--- src/rtl/narvie_dump_pkg.sv ---
// Shared definitions for the register-file dump frame, used by the transmitter and by host-side models.
package narvie_dump_pkg;

  typedef enum logic [1:0] {
    IDLE = 2'd0,
    HDR  = 2'd1,
    DATA = 2'd2,
    CSUM = 2'd3
  } dumpState_t;

  localparam logic [7:0] DEFAULT_FRAME_HDR = 8'hA5;

endpackage

--- src/rtl/regfile_dump_tx.sv ---
// Snapshots the flat register-file image and streams it as header, little-endian data bytes, XOR checksum
// over a valid/ready byte link to the UART transmitter.
module regfile_dump_tx
  import narvie_dump_pkg::*;
#(
  parameter int         NUM_REGS  = 32,
  parameter int         XLEN      = 32,
  parameter logic [7:0] FRAME_HDR = DEFAULT_FRAME_HDR
) (
  input  logic                     clk,
  input  logic                     reset,
  input  logic                     dump_req,
  input  logic [NUM_REGS*XLEN-1:0] regfile_port,
  output logic [7:0]               tx_data,
  output logic                     tx_valid,
  input  logic                     tx_ready,
  output logic                     busy,
  output logic                     done
);

  localparam int IMG_W  = NUM_REGS * XLEN;
  localparam int NBYTES = IMG_W / 8;
  localparam int CNT_W  = (NBYTES > 1) ? $clog2(NBYTES) : 1;
  localparam logic [CNT_W-1:0] LAST_BYTE = CNT_W'(NBYTES - 1);

  dumpState_t       state;
  logic [IMG_W-1:0] shadow;
  logic [IMG_W-1:0] shadowNext;
  logic [CNT_W-1:0] byteCnt;
  logic [7:0]       checksum;
  logic             accept;

  // The shadow only ever shifts right, so the byte on the wire is always its lowest byte.
  assign shadowNext = shadow >> 8;
  assign accept     = tx_valid && tx_ready;

  always_ff @(posedge clk or posedge reset) begin
    if (reset) begin
      state    <= IDLE;
      tx_data  <= 8'h00;
      tx_valid <= 1'b0;
      busy     <= 1'b0;
      done     <= 1'b0;
      byteCnt  <= '0;
      checksum <= 8'h00;
    end else begin
      done <= 1'b0;
      unique case (state)
        IDLE: begin
          if (dump_req) begin
            shadow   <= regfile_port;
            checksum <= 8'h00;
            byteCnt  <= '0;
            tx_data  <= FRAME_HDR;
            tx_valid <= 1'b1;
            busy     <= 1'b1;
            state    <= HDR;
          end
        end
        HDR: begin
          if (accept) begin
            tx_data <= shadow[7:0];
            state   <= DATA;
          end
        end
        DATA: begin
          if (accept) begin
            checksum <= checksum ^ tx_data;
            shadow   <= shadowNext;
            // The counter parks on the last index instead of wrapping to zero.
            if (byteCnt == LAST_BYTE) begin
              tx_data <= checksum ^ tx_data;
              state   <= CSUM;
            end else begin
              byteCnt <= byteCnt + 1'b1;
              tx_data <= shadowNext[7:0];
            end
          end
        end
        CSUM: begin
          if (accept) begin
            tx_valid <= 1'b0;
            busy     <= 1'b0;
            done     <= 1'b1;
            state    <= IDLE;
          end
        end
        default: state <= IDLE;
      endcase
    end
  end

endmodule

--- config.mk ---
export PLATFORM = sky130hd
export DESIGN_NAME = regfile_dump_tx
export DESIGN_NICKNAME = d
export VERILOG_FILES = /design/src/rtl/narvie_dump_pkg.sv /design/src/rtl/regfile_dump_tx.sv
export SDC_FILE = /design/constraint.sdc
export NUM_CORES = 2
export LEC_CHECK = 0
export ABC_AREA = 1
export CAP_MARGIN = 40
export CORE_AREA = 4 4 402 404
export CTS_CLUSTER_SIZE = 28
export DETAILED_ROUTE_END_ITERATION = 10
export DIE_AREA = 0 0 406 408
export SLEW_MARGIN = 20
export SYNTH_ARGS = -nofsm -noshare
export SYNTH_HDL_FRONTEND = slang
export SYNTH_SLANG_ARGS = --single-unit
--- constraint.sdc ---
create_clock -name clk -period 46 [get_ports clk]
set_clock_uncertainty 0.2 [all_clocks]
set_input_delay 9.2 -clock clk [delete_from_list [all_inputs] [get_ports clk]]
set_output_delay 9.2 -clock clk [all_outputs]
set_load 0.02 [all_outputs]
# After elaboration in Yosys (flattened, before gate mapping)
# Cells that the tools add are included.
[word_totals]
regBits = 1051
latch_bits = 0
ram_bits = 0
rom_bits = 0
input_bits = 1028
output_inout_bits = 11
memories = 0
[classes]
n_addsub = 1
multipliers = 0
div = 0
magnitude_cmp = 0
n_eq_ne = 10
shift = 0
mux = 26
bitwise_logic = 2
reduce_logical = 11
[ops]
columns = ["op", "count"]
rows = [
  ["$mux 1024", 2],
  ["$pmux 1024 s2", 1],
  ["$mux 8", 6],
  ["$pmux 8 s3", 1],
  ["$mux 7", 3],
  ["$pmux 8 s2", 1],
  ["$pmux 7 s2", 1],
  ["$ne 2x2->1 const B", 6],
  ["$reduce_and 4->1", 3],
  ["$mux 2", 5],
  ["$pmux 2 s4", 1],
  ["$xor 8x8->8", 1],
  ["$add 7x1->7 const B", 1],
  ["$eq 7x7->1 const B", 1],
  ["$reduce_and 3->1", 2],
  ["$reduce_and 5->1", 1],
  ["$eq 2x2->1 const B", 2],
  ["$mux 1", 4],
  ["$reduce_bool 2->1", 2],
  ["$reduce_bool 3->1", 1],
  ["$eq 2x1->1 const B", 1],
  ["$logic_not 2->1", 1],
  ["$pmux 1 s2", 1],
  ["$logic_and 1x1->1", 1],
  ["$not 1->1", 1],
]

# Longest topological paths before layout
[logic_depth]
ltp_word = 4
mapped_depth = 11

# Worst setup path after synthesis
# Ideal clock, no wire load.
[synth_path]
path_kind = "input to register"
startpoint = "input tx_ready"
endpoint = "register shadow[0] (enable)"
setup_time_ns = 2.448
arrival_time_ns = 52.065
required_ns = 43.352
setup_slack_ns = -8.713
path_stages = 4
path_cell_list = "nand2_1 > nand2_2 > nand3b_1 > nor2_1"
[synth_between]
elab_chain_cells = 3
[synth_lines]
columns = ["element", "line_no", "source"]
rows = [
  ["start: declaration", "regfile_dump_tx.sv:16", "input logic tx_ready,"],
  ["$logic_and 1x1->1", "regfile_dump_tx.sv:35", "assign accept = tx_valid && tx_ready;"],
  ["$ne 2x2->1 (no line)", "-", ""],
  ["$reduce_and 4->1 (no line)", "-", ""],
  ["end signal: assignment", "regfile_dump_tx.sv:51", "shadow <= regfile_port;"],
  ["end signal: assignment", "regfile_dump_tx.sv:69", "shadow <= shadowNext;"],
  ["end: declaration", "regfile_dump_tx.sv:27", "logic [IMG_W-1:0] shadow;"],
]
# Every way passes these cells.
# A chain may end at the register's enable or synchronous reset.

# Worst setup path in the final report
[layout_path]
startpoint = "input tx_ready"
endpoint = "register shadow[191] (enable)"
# The elaborated chain is that of the path after synthesis.

==> flow_summary.toml <==
[grt]
grt-ovfl-total = 0
grt_pass1_wl_mm = 213.9
antenna_found_initial = 61
grt_max_degree = 196
grt_pass1_vias = 33570
grtUsageTotal_pct = 17.42

[drt]
vias_per_cell = 4.432
first_iter_violations = 3013
vias = 34300
first_pass_iters = 5
drc_errors = 0
ant_nets = 0
wl_mm = 151.3
post_drt_wl_per_cell_um = 19.55

[yosys]
synth_seq_cells = 1051
synth_xor_area_share_pct = 0.05825
ys_types = 27
synth_mux_area_share_pct = 0
yosys.area_share.simple_pct = 26.97
seq_area_frac_synth_pct = 69.67
syn_area_per_cell_um2 = 9.905
syn_nets = 5588
synth_fa_ha_area_share_pct = 0.1664
mappedNetlistArea_mm2 = 0.04511
synth_compound_area_share_pct = 0.2191
synth_warnings = 0
synth_top_family_by_area = "simple AND/OR/NAND/NOR gates"
syn_inst = 4554

[floorplan]
placementRows = 146
die_w_um = 406
die_area_mm2 = 0.1656
floorplan.initialDensity_pct = 28.58
die_h_um = 408
core_mm2 = 0.1578
ios = 1039

[power_and_ir_drop]
p_comb_share_pct = 29.6
leakagePower_nw = 25.52
cellPowerDensity_mw_per_mm2 = 58.89
p_sw_mw = 1.252
p_int_mw = 2.372
p_seq_share_pct = 45.0
clkPwrFrac_pct = 25.3
p_sw_share_pct = 34.55
ir_drop_v = 0.00004179

[clock_tree]
cts_buffers = 115
cts_max_level = 3
clockBufferDepth = 3
cts_tree = "done"
postCtsSetupRepairBufs = 0
clock_latency_ns = 0.72
clock_sinks = 1051
clk_pin_slew_ns = 0.06
cts_resized = 0
root_buffer = "clkbuf_16"
cts-hold-fix-buffers = 0

[run_status]
outcome = "completed"

[worst_setup_path]
cp-start-kind = "input port"
arrival_ns = 14.44
crit_path_end_kind = "register"
crit_fanout = 63
required_ns = 46.15
critical_path_class = "in -> reg"

[final_layout]
nets = 6563
drive_gt1_share_pct = 4.215
area_growth_pct = 36.42
post-route-util_pct = 38.99

[run]
max_cap_violations = 0

[sta]
max_freq_mhz = 69.99
post-route-min-period_ns = 14.29
tightest_slew_ns = 1.061
slew_violations = 0
tns_ns = 0
setup_viol = 0
period_share_pct = 31.06
hold_viol_final = 0
slew_headroom_pct = 29.30
rsz0062_at_grt = "false"

[placement]
dp_hpwl_mm = 110.7
place.gp.congestion = 0.9277
io_buffers = 1038

[worst_hold_path]
hold_class = "reg -> reg"
==> Yosys cell counts, drive strengths merged <==
master,instances,area [um^2]
buf,208,1107
nand3,18,95.09
a21oi,5,25.02
nand2,3155,11860
edfxtp,1024,30750
clkinv,1,5.000
inv,29,108.9
ha,6,75.07
nor2,36,180.2
xnor2,1,8.760
nand4,2,12.51
dfrtp,27,675.7
nand3b,2,15.01
clkbuf,25,93.84
nor3,1,5.000
xor2,2,17.52
o21ai,11,66.32
o31ai,1,7.510
==> registers in the layout (all words and copies together) (netlist names) <==
signal / count
busy: 1
tx_data: 8
byteCnt: 7
checksum: 8
state: 2
shadow: 1024
done: 1
==> layout make-up <==
cell class,count,area (um^2)
Clock inverter,76,767.0
Timing Repair Buffer,1091,11160
Tap cell,2072,2592
Fill cell,15630,96300
Clock buffer,135,2973
Multi-Input combinational cell,3240,12390
Antenna cell,45,112.6
Inverter,30,121.4
Sequential cell,1051,31430
==> per-layer routing <==
layer	vias up	track usage, %	wire length, um
li1	16640	-	-
met3	211	4.130	11270
met5	-	0	92
met1	16270	22.13	61910
met2	1175	29.10	73910
met4	12	5.886	4122
==> cell families (layout without fill, tap and decap cells) <==
family,count (synthesis),count (layout)
buf+inv,263,1332
flops,1051,1051
fa+ha+maj,6,6
compound gates,17,17
simple gates,3214,3214
other cells,0,45
xor+xnor,3,3
==> worst paths after layout <==
kind / from / end / slack (ns) / cells after the start
worst max-delay path: tx_ready / shadow[191] / 31.71 / 13
worst min register to register: shadow[115] / shadow[107] / 0.27 / 2
min in group asynchronous: reset / tx_data[4] / 8.76 / 2
worst max register to register: state[0] / shadow[366] / 39.53 / 12
max in group asynchronous: reset / byteCnt[2] / 36.30 / 3
worst min-delay path: shadow[115] / shadow[107] / 0.27 / 2
==> power by group through the flow <==
stage,clock [mW],combinational (mW),sequential [mW]
6_report,0.919,1.07,1.63
5_1_grt,0.980,1.21,1.66
4_1_cts,0.942,1.07,1.64
3_5_place_dp,0,1.07,1.65
3_3_place_gp,0,1.03,1.65
2_1_floorplan,0,0.681,1.93
==> worst max-delay path: stages <==
cell	delay, ns
clkdlybuf4s50_1	0.56
nand2_1	0.14
nand2_2	0.12
nand3b_1	0.36
nor2_4	0.77
buf_4	0.71
buf_4	0.29
buf_16	0.29
buf_4	0.25
buf_16	0.28
buf_4	0.36
buf_16	0.29
buf_4	0.59
==> layout by cell type (no fill, tap or decap), drive strengths merged, types with 5 or more instances in the layout <==
| cell | Yosys | layout |
|---|---|---|
| a21oi | 5 | 5 |
| buf | 208 | 53 |
| bufinv | 0 | 10 |
| clkbuf | 25 | 135 |
| clkdlybuf4s50 | 0 | 1038 |
| clkinv | 1 | 59 |
| clkinvlp | 0 | 5 |
| dfrtp | 27 | 27 |
| diode | 0 | 45 |
| edfxtp | 1024 | 1024 |
| ha | 6 | 6 |
| inv | 29 | 32 |
| nand2 | 3155 | 3155 |
| nand3 | 18 | 18 |
| nor2 | 36 | 36 |
| o21ai | 11 | 11 |
==> through the flow <==
step                power [mW]  hold WS [ns]  worst slack (ns)  cells  area (um^2)
floorplan                2.608        0.2706             8.812   4554        45110
global placement         2.678        0.2858             30.29   7466        57230
detailed placement       2.718        0.2894             30.42   7476        57470
CTS                      3.650        0.2822             31.27   7687        61210
global route             3.849        0.3236             31.49   7731        61510
finish                   3.624        0.2724             31.71   7740        61530
Power figures use the tool's default switching activity.
